--- src/rtl/sequenciador_proximidade.sv ---
// sequenciador_proximidade
// Shares one ultrasonic measurement interface between the left and right
// sensors. Each cycle triggers the left sensor, waits for its result (or a
// timeout), stores it, then does the same for the right sensor. It signals
// the end of the cycle and restarts INTERVALO clocks after the previous
// left trigger, for as long as ligar stays high.
//
// Ports:
//   clock       system clock, rising edge
//   reset       synchronous, active-high
//   ligar       enable; low sends the sequencer back to INICIAL
//   medir       one-clock trigger pulse to the measurement interface
//   sel_sensor  interface routing: 0 = left, 1 = right
//   pronto      interface result-valid pulse
//   medida      interface result, valid while pronto = 1
//   medida_esq  last stored left result (all ones after a timeout)
//   medida_dir  last stored right result (all ones after a timeout)
//   esq, dir    obstacle flags (stored result < LIMIAR)
//   erro_esq    left sensor timed out on its last attempt
//   erro_dir    right sensor timed out on its last attempt
//   fim_ciclo   one-clock pulse once both sides are stored
//   db_estado   current state code, for debug
module sequenciador_proximidade #(
    parameter int N         = 12,
    parameter int LIMIAR    = 10,
    parameter int INTERVALO = 2500000,
    parameter int TIMEOUT   = 1500000
) (
    input  logic         clock,
    input  logic         reset,
    input  logic         ligar,
    output logic         medir,
    output logic         sel_sensor,
    input  logic         pronto,
    input  logic [N-1:0] medida,
    output logic [N-1:0] medida_esq,
    output logic [N-1:0] medida_dir,
    output logic         esq,
    output logic         dir,
    output logic         erro_esq,
    output logic         erro_dir,
    output logic         fim_ciclo,
    output logic [3:0]   db_estado
);

    localparam int TMO_W = (TIMEOUT > 2) ? $clog2(TIMEOUT) : 1;
    localparam int INT_W = (INTERVALO > 2) ? $clog2(INTERVALO) : 1;

    typedef enum logic [3:0] {
        INICIAL      = 4'd0,
        DISPARA_ESQ  = 4'd1,
        AGUARDA_ESQ  = 4'd2,
        ARMAZENA_ESQ = 4'd3,
        TIMEOUT_ESQ  = 4'd4,
        DISPARA_DIR  = 4'd5,
        AGUARDA_DIR  = 4'd6,
        ARMAZENA_DIR = 4'd7,
        TIMEOUT_DIR  = 4'd8,
        FIM          = 4'd9,
        ESPERA       = 4'd10
    } estado_t;

    estado_t          estado, prox;
    logic [TMO_W-1:0] cnt_tmo;
    logic [INT_W-1:0] cnt_int;
    logic [N-1:0]     medida_cap;
    logic             tmo_fim, int_fim;

    // Unsigned compare; a result equal to the threshold is not an obstacle.
    function automatic logic proximo(input logic [N-1:0] valor);
        return valor < N'(LIMIAR);
    endfunction

    assign tmo_fim   = (cnt_tmo == TMO_W'(TIMEOUT - 1));
    assign int_fim   = (cnt_int >= INT_W'(INTERVALO - 1));
    assign db_estado = estado;

    always_ff @(posedge clock) begin
        if (reset) estado <= INICIAL;
        else       estado <= prox;
    end

    always_comb begin
        prox       = estado;
        medir      = 1'b0;
        fim_ciclo  = 1'b0;
        sel_sensor = 1'b0;
        case (estado)
            INICIAL:      prox = DISPARA_ESQ;
            DISPARA_ESQ:  begin
                medir = 1'b1;
                prox  = AGUARDA_ESQ;
            end
            // pronto takes priority over a timeout landing on the same clock
            AGUARDA_ESQ:  begin
                if (pronto)       prox = ARMAZENA_ESQ;
                else if (tmo_fim) prox = TIMEOUT_ESQ;
            end
            ARMAZENA_ESQ,
            TIMEOUT_ESQ:  prox = DISPARA_DIR;
            DISPARA_DIR:  begin
                medir      = 1'b1;
                sel_sensor = 1'b1;
                prox       = AGUARDA_DIR;
            end
            AGUARDA_DIR:  begin
                sel_sensor = 1'b1;
                if (pronto)       prox = ARMAZENA_DIR;
                else if (tmo_fim) prox = TIMEOUT_DIR;
            end
            ARMAZENA_DIR,
            TIMEOUT_DIR:  begin
                sel_sensor = 1'b1;
                prox       = FIM;
            end
            FIM:          begin
                fim_ciclo = 1'b1;
                prox      = ESPERA;
            end
            ESPERA:       if (int_fim) prox = DISPARA_ESQ;
            default:      prox = INICIAL;
        endcase
        // Disabling wins over every transition and silences the pulses.
        if (!ligar) begin
            prox      = INICIAL;
            medir     = 1'b0;
            fim_ciclo = 1'b0;
        end
    end

    always_ff @(posedge clock) begin
        if (reset) begin
            cnt_tmo    <= '0;
            cnt_int    <= '0;
            medida_cap <= '0;
            medida_esq <= '0;
            medida_dir <= '0;
            esq        <= 1'b0;
            dir        <= 1'b0;
            erro_esq   <= 1'b0;
            erro_dir   <= 1'b0;
        end else begin
            // The trigger clock is the first clock of the interval, so the
            // next trigger lands exactly INTERVALO clocks later. Saturates.
            if (ligar && estado == DISPARA_ESQ) cnt_int <= INT_W'(1);
            else if (!int_fim)                  cnt_int <= cnt_int + INT_W'(1);

            if (ligar) begin
                case (estado)
                    DISPARA_ESQ, DISPARA_DIR: cnt_tmo <= '0;
                    AGUARDA_ESQ, AGUARDA_DIR: begin
                        cnt_tmo <= cnt_tmo + TMO_W'(1);
                        if (pronto) medida_cap <= medida;
                    end
                    ARMAZENA_ESQ: begin
                        medida_esq <= medida_cap;
                        esq        <= proximo(medida_cap);
                        erro_esq   <= 1'b0;
                    end
                    TIMEOUT_ESQ: begin
                        medida_esq <= '1;
                        esq        <= 1'b0;
                        erro_esq   <= 1'b1;
                    end
                    ARMAZENA_DIR: begin
                        medida_dir <= medida_cap;
                        dir        <= proximo(medida_cap);
                        erro_dir   <= 1'b0;
                    end
                    TIMEOUT_DIR: begin
                        medida_dir <= '1;
                        dir        <= 1'b0;
                        erro_dir   <= 1'b1;
                    end
                    default: ;
                endcase
            end
        end
    end

endmodule

--- config.mk ---
export PLATFORM = sky130hd
export DESIGN_NAME = sequenciador_proximidade
export DESIGN_NICKNAME = d
export VERILOG_FILES = /design/src/rtl/sequenciador_proximidade.sv
export SDC_FILE = /design/constraint.sdc
export NUM_CORES = 1
export LEC_CHECK = 0
export CAP_MARGIN = 20
export CORE_MARGIN = 1.5
export CORE_UTILIZATION = 47
export DETAILED_ROUTE_END_ITERATION = 10
export GPL_TIMING_DRIVEN = 0
export PLACE_DENSITY_LB_ADDON = 0.2
export SLEW_MARGIN = 40
export SYNTH_ARGS = -nofsm -noshare
export SYNTH_HDL_FRONTEND = slang
export SYNTH_SLANG_ARGS = --single-unit
--- constraint.sdc ---
create_clock -name clock -period 2.5 [get_ports clock]
set_input_delay 0.25 -clock clock [delete_from_list [all_inputs] [get_ports clock]]
set_output_delay 0.25 -clock clock [all_outputs]
set_load 0.01 [all_outputs]
* Word level (Yosys, flattened, before mapping)
Index checks and enable logic that the tools add are counted.
Storage, ports and cells: bits in registers 87, input port bits 16, output and inout port bits 35, word-level logic and storage cells 68
Operators by class: add/subtract/negate cells 2, $lt $le $gt $ge 2, equality and inequality tests 15, muxes and demuxes 20, bitwise gates (word level) 1, reduce and logical (&&, ||, !) cells 17
Operators by type and width (number):
- 12-bit one-hot mux with 2 select lines | 2
- 21-bit one-hot mux with 2 select lines | 1
- 4-bit one-hot mux with 9 select lines | 1
- 22-bit by 1-bit adder with 22-bit output, second input constant | 1
- 22-bit greater-or-equal comparator, second input constant | 1
- 21-bit by 1-bit adder with 21-bit output, second input constant | 1
- 21-bit equality test, second input constant | 1
- 4-bit two-way mux | 5
- 4-bit by 3-bit equality test with 1-bit output, second input constant | 4
- 4-bit equality test, second input constant | 3
- 12-bit by 4-bit less-than comparator with 1-bit output, second input constant | 1
- 2-bit OR reduction | 6
- 4-bit by 2-bit equality test with 1-bit output, second input constant | 2
- 1-bit one-hot mux with 2 select lines | 4
- 1-bit two-way mux | 7
- 3-bit != test, second input constant | 2
- 2-bit AND reduction | 3
- 3-bit AND reduction | 2
- 2-bit nonzero test | 3
- 4-bit by 1-bit equality test with 1-bit output, second input constant | 1
- 4-bit zero test | 1
- 4-bit OR reduction | 1
- 2-bit by 1-bit != test with 1-bit output, second input constant | 1
- 2-bit != test, second input constant | 1
- other kinds (2) | 2

* Depth between registers and ports, before layout
depth after elaboration 4, gate-level depth with buffers 8, depth with buffers taken out 6

* Worst setup path after synthesis
No wires, ideal clock.
kind register to register, from register cnt_int[0], to register cnt_int[14], setup time 0.071 ns, arrival 1.816 ns, data required time 2.429 ns, slack 0.614 ns, cell stages (with the launch flop) 7, buffers on the path 0, period minus slack after synthesis 1.886 ns, cell sequence dfxtp_1 -> ha_1 -> and4_1 -> nand2_1 -> or4_1 -> or3_1 -> a21oi_1
Between the ends: longest elaborated chain between the ends 1, elaborated cells between the ends (all ways) 2, those cells by class add/sub: 1; order compare: 1
Ends and longest elaborated chain:
- from (decl) | RTL line 65 | logic [INT_W-1:0] cnt_int;
- from (signal assigned) | RTL line 146 | else if (!int_fim) cnt_int <= cnt_int + INT_W'(1);
- 22-bit by 1-bit adder with 22-bit output / 22-bit greater-or-equal comparator (equally long branches) | RTL line 146, 75
Parallel ways exist; a longest one is shown, timed or not. A chain may end at the register's enable or synchronous reset.

* Final worst setup path
from input ligar, to output medir
Between the ends: longest elaborated chain between the ends 1
Ends and longest elaborated chain:
- from (decl) | RTL line 31 | input logic ligar,
- 1-bit two-way mux | RTL line 124 | if (!ligar) begin
- to (decl) | RTL line 32 | output logic medir,
No other way between the ends.

==> metrics <==
status=finished clean; Synth Area in Simple Gates=33.4%; Clock Power Share=between 30% and 40%; Filler Cells Inserted=789; CP endpoint kind=primary output; final total power=2.43 mW; CP Class=in -> out; CTS Hold Buffers Added=0; Initial Util=between 40 and 50%; Total Routing Usage GR=a little over a fifth; I/O pin total=51; mux contribution to synthesized area=about 3.5%; fin crit share=between 90% and 100%; Seq pwr share=between 50% and 60%; R2R Path End=cnt_int[14]; XOR/XNOR Fraction of Synth Area=4.86%; diode count=0; P per Cell Area=approximately 510 mW/mm^2; Std-Cell Rows=33; Main synth FF type=dfxtp_1; Via density=5.56; largest family of logic cells by synthesized area=simple AND/OR/NAND/NOR gates; clk_skew=0.0105 ns; core area=0.00818 mm^2; vias in the first global route=about 3.3k; Synth Area in Adders=0.631%; WP data required=between 2 and 2.5 ns; CTS tree=yes; Max-slew headroom=a little under half; CP Data Arrival Time=2.08 ns; post-detailed-routing wire length=~9000 um; Avg Cell Area, Syn=8.19 um^2; wire per inst=about 14 um; Critical Path Start=ligar; Tightest Pin Transition=0.800 ns; flops & latches, synth=87; Setup violations, final=0; first-pass GRT wire length=approximately 15000 um; final core utilization=58.4%; Reg2Reg Depth=8; total gr overflow=0; routability-driven placement congestion ratio=roughly 0.9; ys async rst share=0%; library cells used by synthesis=44; clk buf depth=2; TritonCTS buffer count=9; hpwl dp=6700 um; drt drc=0; H-tree Lvls=3; Detailed Route Iter0 Violations=150; Sink Count=87; Reg clk slew, reported paths=roughly 0.090 ns; Root Buffer=clkbuf_8; Worst setup SP type=input pin; number of cells upsized or downsized after cts=0; internal power=approximately 1.8 mW; die height=between 90 and 100 um; initial antenna violation count=0; largest fanout on the critical path=10; peak supply drop=0.000306 V; DR pass1 iterations=4; Switch Pwr=0.613 mW; Area Growth Syn to Fin=20.4%; leakage power=1.72 nW; Final ANT Viol Nets=0; Gate power share=under 10%; Switching Share=between 20% and 30%; Die ar.=around 0.009 mm^2; RSZ-0062 raised after global routing=no; YS warnings=0; post-synthesis compound-gate area fraction=approximately 10%; Vias=between 3k and 4k; Post-synth EDFFs=0; largest net degree at the start of global routing=17; Critical Path End=medir; Setup Buffers After CTS=0; syn nets=502; Period minus WS final=approximately 2.3 ns; DIE WIDTH=between 90 and 100 um; Clk Latency, worst-skew pair=roughly 0.36 ns; reg2reg start=cnt_int[0]; reg-to-reg setup timing slack=roughly 0.30 ns; Max-cap violations=0; fraction of layout cells with a size suffix above 1=around 5.8%; Port-buffer cells=50; sequential share of the synthesized area=a little over two fifths; worst min path class=reg -> reg; mapped cell area=0.00397 mm^2; Post-Synthesis Cells=slightly below 500; Hold Vio Cnt, Final=0; Max Freq=between 0.4 and 0.5 GHz; Slew Viols, Final=0; Final nets=between 500 and 600
==> cells in the mapped netlist, types with 2 or more instances <==
library cell	n	area [um^2]
nand2b_1	9	56.3
nor3_1	39	195
nor2_1	88	330
o21ai_0	17	85.1
and4_1	5	43.8
xnor2_1	16	140
a21boi_0	2	15.0
o31ai_1	6	45.0
a21o_1	2	15.0
clkbuf_1	18	67.6
a21oi_1	26	130
o21a_1	2	15.0
inv_1	6	22.5
dfxtp_1	87	1740
and3_1	8	50.1
o211ai_1	5	37.5
nand3_1	23	115
nor4_1	10	62.6
or3_1	15	93.8
nand4_1	11	68.8
ha_1	2	25.0
mux2i_1	14	140
o2111ai_1	3	26.3
nor4b_1	3	26.3
buf_2	8	40.0
nor2b_1	3	18.8
xor2_1	6	52.6
nand2_1	25	93.8
or4_1	9	67.6
or2_2	2	12.5
==> critical path, cell delays in order <==
cell and delay, ns:
clkdlybuf4s50_1 0.59, nand2b_1 0.12, buf_2 0.20, nor2_1 0.31, clkdlybuf4s50_1 0.61
==> how the worst min path moves through the flow <==
stage                         end      start  cells past startpoint
global placement              esq        esq                      2
floorplan           medida_cap[0]  medida[0]                      2
global route        medida_cap[0]  medida[0]                      3
finish                        esq        esq                      2
CTS                           esq        esq                      2
detailed placement            esq        esq                      2
==> power groups by stage <==
stage                     Sequential (mW)  Clock [mW]  Combinational (mW)
final                                1.41       0.906               0.121
after global routing                 1.41       0.984               0.134
after CTS                            1.41       0.934               0.121
after detailed placement             1.44           0               0.121
after global placement               1.44           0               0.120
after floorplan                      1.44           0              0.0616
==> placed cells by master (no fill, tap or decap), types with 3 or more instances in the layout <==
| cell | synthesis | routed |
|---|---|---|
| buf_2 | 8 | 8 |
| nand3_1 | 23 | 23 |
| o31ai_1 | 6 | 6 |
| o2111ai_1 | 3 | 3 |
| xor2_1 | 6 | 6 |
| nand4_1 | 11 | 11 |
| nor2_1 | 88 | 88 |
| or4_1 | 9 | 9 |
| nor4_1 | 10 | 10 |
| clkbuf_1 | 18 | 18 |
| o21ai_0 | 17 | 17 |
| clkbuf_8 | 0 | 9 |
| or3_1 | 15 | 15 |
| nor2b_1 | 3 | 3 |
| nor3_1 | 39 | 39 |
| dfxtp_1 | 87 | 87 |
| mux2i_1 | 14 | 14 |
| inv_1 | 6 | 6 |
| and3_1 | 8 | 8 |
| clkdlybuf4s50_1 | 0 | 50 |
| nand2_1 | 25 | 25 |
| and4_1 | 5 | 5 |
| nand2b_1 | 9 | 9 |
| nor4b_1 | 3 | 3 |
| a21oi_1 | 26 | 26 |
| o211ai_1 | 5 | 5 |
| xnor2_1 | 16 | 16 |
==> layer usage <==
metal  track usage (%)  routed length, um  up-vias
li1                  -                  -     1838
met1              30.6               4480     1716
met2              33.4               4180       81
met3              3.54                451       10
met4              7.34                109        0
met5                 0                  0        -
==> per-stage QoR <==
stage          TNS, ns  cells  hold WS (ns)  instance area (um^2)  setup WS (ns)
6_report             0    655         0.474                  4780          0.165
5_1_grt              0    655         0.517                  4780       0.000422
4_1_cts              0    655         0.482                  4780          0.182
2_1_floorplan        0    484         0.394                  3970          0.614
3_3_place_gp     -1.16    639         0.462                  4600         -0.120
3_5_place_dp     -1.15    639         0.469                  4600         -0.126
==> final cells by class <==
class                      instances  area, um^2  share of cell area [%]
multi-input combinational        363        2080                    43.5
sequential                        87        1740                    36.5
timing repair buffer              50         500                    10.5
tap                              105         131                    2.75
clock buffer                       9         124                    2.59
buffer                            27         119                    2.49
clock inverter                     7        55.1                    1.15
inverter                           7        26.3                   0.550
==> flip-flops by register name (all words and copies together), names as in the netlist <==
signal / count
cnt_int: 22
cnt_tmo: 21
db_estado: 4
dir: 1
erro_dir: 1
erro_esq: 1
esq: 1
medida_cap: 12
medida_dir: 12
medida_esq: 12
==> cell families after synthesis <==
family	after synthesis
AND/OR/NAND/NOR	258
XOR/XNOR	22
adder cells (fa/ha/maj)	2
AO/OA/AOI/OAI	67
flip-flops	87
multiplexers	14
buffers and inverters	34
Power figures use the tool's default switching activity.
